==> src/rtl/mem_bus_responder.sv <==
// Memory-backed bus responder: answers BusRd/BusRdX from a 256x8 memory after LATENCY
// edges, acknowledges BusUpgr, and accepts cache write-backs in every state.
typedef enum logic [1:0] {
  NO_OP    = 2'b00,
  BUS_RD   = 2'b01,
  BUS_RDX  = 2'b10,
  BUS_UPGR = 2'b11
} bus_request;

module mem_bus_responder #(
  parameter int unsigned LATENCY = 3
) (
  input  logic       clk,
  input  logic       rst,
  input  bus_request bus_cmd,
  input  logic [7:0] bus_addr,
  input  logic       wb_valid,
  input  logic [7:0] wb_addr,
  input  logic [7:0] wb_data,
  output logic       resp_valid,
  output bus_request resp_cmd,
  output logic [7:0] resp_addr,
  output logic [7:0] resp_data,
  output logic       upgr_ack,
  output logic       busy,
  output logic [7:0] drop_cnt
);

  typedef enum logic [1:0] {
    IDLE = 2'b00,
    WAIT = 2'b01,
    RESP = 2'b10
  } state_t;

  localparam logic [3:0] LOAD = 4'(LATENCY - 1);

  state_t     state_r;
  logic [3:0] count_r;
  bus_request lat_cmd_r;
  logic [7:0] lat_addr_r;
  logic [7:0] mem_r [256];

  logic       is_read_s;
  logic       bypass_s;
  logic [7:0] rd_data_s;

  // Command decode and read path with write-back forwarding on the response edge
  always_comb begin
    is_read_s = (bus_cmd == BUS_RD) || (bus_cmd == BUS_RDX);
    bypass_s  = wb_valid && (wb_addr == lat_addr_r);
    if (bypass_s) begin
      rd_data_s = wb_data;
    end else begin
      rd_data_s = mem_r[lat_addr_r];
    end
  end

  // Backing memory: identity contents after reset, write-backs land in any state
  always_ff @(posedge clk) begin
    if (!rst) begin
      for (int i = 0; i < 256; i++) begin
        mem_r[i] <= 8'(i);
      end
    end else if (wb_valid) begin
      mem_r[wb_addr] <= wb_data;
    end
  end

  // Transaction FSM with registered response, acknowledge and drop counter
  always_ff @(posedge clk) begin
    if (!rst) begin
      state_r    <= IDLE;
      count_r    <= 4'd0;
      lat_cmd_r  <= NO_OP;
      lat_addr_r <= 8'd0;
      resp_valid <= 1'b0;
      resp_cmd   <= NO_OP;
      resp_addr  <= 8'd0;
      resp_data  <= 8'd0;
      upgr_ack   <= 1'b0;
      busy       <= 1'b0;
      drop_cnt   <= 8'd0;
    end else begin
      resp_valid <= 1'b0;
      upgr_ack   <= 1'b0;
      case (state_r)
        // RESP lasts one edge, so every RESP edge is the exit edge and behaves like IDLE
        IDLE, RESP: begin
          state_r <= IDLE;
          busy    <= 1'b0;
          if (is_read_s) begin
            lat_cmd_r  <= bus_cmd;
            lat_addr_r <= bus_addr;
            count_r    <= LOAD;
            state_r    <= WAIT;
            busy       <= 1'b1;
          end else if (bus_cmd == BUS_UPGR) begin
            upgr_ack <= 1'b1;
          end
        end
        WAIT: begin
          if ((bus_cmd != NO_OP) && (drop_cnt != 8'hFF)) begin
            drop_cnt <= drop_cnt + 8'd1;
          end
          if (count_r == 4'd0) begin
            state_r    <= RESP;
            resp_valid <= 1'b1;
            resp_cmd   <= lat_cmd_r;
            resp_addr  <= lat_addr_r;
            resp_data  <= rd_data_s;
          end else begin
            count_r <= count_r - 4'd1;
          end
        end
        default: begin
          state_r <= IDLE;
          busy    <= 1'b0;
        end
      endcase
    end
  end

endmodule

==> config.mk <==
export PLATFORM = sky130hd
export DESIGN_NAME = mem_bus_responder
export DESIGN_NICKNAME = d
export VERILOG_FILES = /design/src/rtl/mem_bus_responder.sv
export SDC_FILE = /design/constraint.sdc
export NUM_CORES = 2
export LEC_CHECK = 0
export CAP_MARGIN = 20
export CORE_ASPECT_RATIO = 0.8
export CORE_UTILIZATION = 55
export DETAILED_ROUTE_END_ITERATION = 16
export GPL_TIMING_DRIVEN = 1
export PLACE_DENSITY = 0.77
export SLEW_MARGIN = 0
export SYNTH_ARGS = -nofsm -noshare
export SYNTH_HDL_FRONTEND = slang
export SYNTH_SLANG_ARGS = --single-unit
==> constraint.sdc <==
create_clock -name clk -period 4.8 [get_ports clk]
set_input_delay 0.48 -clock clk [delete_from_list [all_inputs] [get_ports clk]]
set_output_delay 0.48 -clock clk [all_outputs]
set_load 0.1 [all_outputs]
==> results.md <==
- The number of max-capacitance violations reported is 0.
- For this run the aggregate overflow at the end of global routing stands at 0.
- The stage delay of the slowest cell on the critical path is 1.07 ns.
- The endpoint identified for the worst register-to-register timing path is resp_data[2].
- Of the available clock period, the critical path in the final layout requires 0.926.
- IR analysis of the VDD net gives a maximum drop of 0.275 mV.
- The number of primary I/O pins is 58.
- The remaining antenna violation count after routing is 0.
- The post-layout net count is 6938.
- The count of hold-fix buffers inserted at cts is 0.
- Setup violations remaining at the end of the flow were counted as 0.
- The final count of pins violating max slew is 0.
- For this run, the detailed router's first-pass iteration total came to 9.
- The cell count of the worst reg-to-reg path is 8.
- The row count is 137.
- The endpoint kind of the worst setup timing path is a register.
- Summed over all nets, the half-perimeter wirelength after detailed placement is 213000 um.
- The count of buffering cells on the critical path with inverters included is 2.
- Synthesis produced a netlist with a net count of 7002.
- The detail-routed net length per standard cell is 34.7 um.
- The setup slack on the worst flop-to-flop path is 0.35 ns.
- The per-cell via count in the routed design is 7.17.
- The clock tree root buffer cell is clkbuf_16.
- The worst pin sits at a relative slew slack of 0.0781.
- The total number of clock tree sinks is 2093.
- Of the post-synthesis cell area, the dominant cell type holds 0.635.
- For the final routed database, the setup TNS stands at 0 ns.
- The peak clock frequency supported by timing is 0.225 GHz.
- The actual slew at the worst max-slew pin is 1.38 ns.
- By startpoint and endpoint, the worst setup path is classified as register to register.
- The run finished with clean final reports.
- The die covers 0.178 mm^2.
- The hold violation total from the final report is 0.
- The filler cells instantiated in the layout total 12.5k.
- In the final layout, the share of cells above drive strength 1 is 0.188.
- At the end of routability-driven placement, the weighted congestion stood at 1.10.
- The number of H-tree levels is 4.
- The yosys synthesis warning count is 0.
- The first-pass GRT wire length is 462000 um.
- In this run the worst path has a maximum fanout of 39.
- Counting flops with an async set or reset pin after synthesis yields a share of 0.
- For this run, the leading register cell type out of synthesis is edfxtp_1.
- The pin count of the biggest net entering global routing is 153.
- The DRC marker count from the first detailed-route iteration is 13.4k.
- Among cell families on the critical path, the largest total delay comes from compound AO/OA/AOI/OAI gates.
- For the worst setup path, the data arrival time is 5.23 ns.
- The cell taking the most area after synthesis is edfxtp_1.
- Once the clock tree was built, the setup fixing pass inserted 0 buffers.
- Traced cell by cell, the critical path runs through buf_4 -> nor2_2 -> buf_4 -> a21oi_1 -> and3_1 -> a31oi_1 -> o2111ai_1 -> o221ai_1.
- Setup repair after global routing left no endpoint under its margin.
- The cell occurring most often along the worst timing path is buf_4.
- The tightest min-delay check is of the input pin to register type.
- The cell with the biggest individual delay on the critical path is nor2_2.
- The number of enable flip-flop cells after synthesis is 2048.
- The clock arrives with 0.0399 ns of skew.
- Gates resized during post-CTS repair numbered 0.
- In the routed design, unresolved DRC markers number 0.
- The routed design has 326000 um of wire.
- The area of the mapped netlist is 0.0968 mm^2.
- For this design the ratio of total power to cell area is 387 mW/mm^2.
- The detailed router placed 67.4k vias in this run.
- In this run the worst setup path terminates at resp_data[2].
- Sorting the synthesized cells by area gives the leading types as edfxtp_1 64%, mux4_2 9.8%, or3_1 3.8%.
- The share of the Yosys chip area taken by registers is 0.644.
- The final setup slack of the worst path is 0.353 ns.
- The horizontal die dimension is 471 um.
- The clock transition at the register clock pins on the worst setup and hold paths after CTS is 0.07 ns.
- The beginning of the critical path is lat_addr_r[4].
- The number of antenna violations at the first check in global routing is 28.
- The initial standard-cell utilization of the core is 0.555.
- In this run the vertical extent of the chip is 377 um.
- TritonCTS built the clock tree.
- The static leakage power is 35.4 nW.
- The post-synthesis average cell area is 13.9 um^2.
- The startpoint type of the worst setup path is a register.
- The worst slack at placement is 0.230 ns.
- The floorplan core area is 0.175 mm^2.
- The launch point of the worst reg-to-reg path is lat_addr_r[4].
- The number of buffers between clock root and the deepest sink is 3.
- The unique cell type count in the Yosys netlist is 80.
- TritonCTS created 197 clock buffers.
- The time the final worst path needs with I/O delays and setup is 4.45 ns.
- At the worst endpoint, the required time is 5.58 ns.
- The count of port buffers added during placement is 57.
- The leading cell type in the layout, fill and taps excluded is edfxtp_1.
- The via count of the first global-routing pass is 63.3k.
- After technology mapping, the gate count stands at 6968.
- The insertion delay of the later-clocked pin in the worst-skew pair is 0.87 ns.
- Synthesis inferred 2093 register bits.
- Across every metal layer, demand over resource in global routing totals 0.365.
- The cell depth of the worst setup path is 8.
- From synthesis to final layout, the design area changed by 11.2%.
- The top cell types in the final layout, fill and taps aside, are 2048 x edfxtp_1, 590 x or3_1, 540 x nand2_1.
where the power goes:
part / internal [W] / switching, W
clock: 0.00853 / 0.00707
combinational: 0.00156 / 0.00314
sequential: 0.0209 / 0.000431
total: 0.0310 / 0.0106
worst min-delay path by stage:
stage	from	end	slack [ns]	depth (start not counted)
6_report	rst	resp_data[4]	0.09	3
5_1_grt	rst	resp_data[4]	0.09	3
4_1_cts	rst	resp_data[4]	0.05	3
3_5_place_dp	lat_cmd_r[0]	resp_cmd[0]	0.45	2
3_3_place_gp	lat_cmd_r[1]	resp_cmd[1]	0.44	2
2_1_floorplan	lat_cmd_r[0]	resp_cmd[0]	0.43	2
state kept, by name, indices dropped and copies added, names as in the netlist, 2 cells and up:
| register | cells |
|---|---|
| resp_cmd | 2 |
| resp_data | 8 |
| lat_addr_r | 8 |
| resp_addr | 8 |
| mem_r | 2048 |
| state_r | 2 |
| drop_cnt | 8 |
| count_r | 4 |
| lat_cmd_r | 2 |
kinds of logic after synthesis:
group / after synthesis / synth area share
AO/OA/AOI/OAI: 535 / 0.0351
XOR/XNOR: 15 / 0.00136
adder cells (fa/ha/maj): 5 / 0.000646
buffers and inverters: 851 / 0.0393
flip-flops: 2093 / 0.644
multiplexers: 698 / 0.129
AND/OR/NAND/NOR: 2771 / 0.150
tightest hold or removal path, cell delays in order:
cell	delay, ns
buf_8	0.17
nand2_1	0.11
o2111ai_1	0.10
cells in the mapped netlist, types with 8 or more instances:
| library cell | instances |
|---|---|
| buf_6 | 36 |
| nand2_1 | 562 |
| clkbuf_1 | 669 |
| nand4_1 | 21 |
| nand3_1 | 231 |
| edfxtp_1 | 2048 |
| nor3_1 | 314 |
| nor4_1 | 19 |
| mux4_1 | 11 |
| buf_1 | 16 |
| or3_1 | 591 |
| a211oi_1 | 18 |
| nand2b_1 | 19 |
| xnor2_1 | 10 |
| and3_1 | 472 |
| buf_4 | 38 |
| a22oi_1 | 51 |
| and2_1 | 146 |
| a21oi_1 | 63 |
| a2111oi_0 | 8 |
| mux2i_1 | 251 |
| dfxtp_1 | 45 |
| o221ai_1 | 31 |
| a22o_1 | 13 |
| inv_1 | 11 |
| mux4_2 | 423 |
| nor2b_1 | 29 |
| nor2_1 | 320 |
| mux2_2 | 13 |
| o21ai_0 | 219 |
| o22ai_1 | 48 |
| buf_2 | 67 |
through the flow:
step	hold slack (ns)	power, W	util	instance area (um^2)	std cells
floorplan	0.432	0.0242	-	96800	6968
global placement	0.440	0.0261	0.580	101000	8994
detailed placement	0.449	0.0262	0.580	101000	8995
CTS	0.0537	0.0414	0.616	108000	9356
global route	0.0944	0.0424	0.617	108000	9368
finish	0.0878	0.0417	0.617	108000	9394
routing by layer:
metal  track usage  routed length, um  part of all wire
met2         0.501             135000              0.41
met1         0.495             113000              0.35
met4         0.165              17600             0.054
met3         0.166              60200              0.18
met5        0.0185                772            0.0024
final cells by class:
type / count / area, um^2 / area share
clock inverter: 103 / 1030 / 0.00961
tap: 2293 / 2870 / 0.0267
antenna: 35 / 87.6 / 0.000814
inverter: 15 / 81.3 / 0.000756
multi-input combinational: 4024 / 30900 / 0.287
clock buffer: 258 / 5240 / 0.0487
sequential: 2093 / 62400 / 0.580
timing repair buffer: 573 / 4990 / 0.0463
Power figures use the tool's default switching activity.
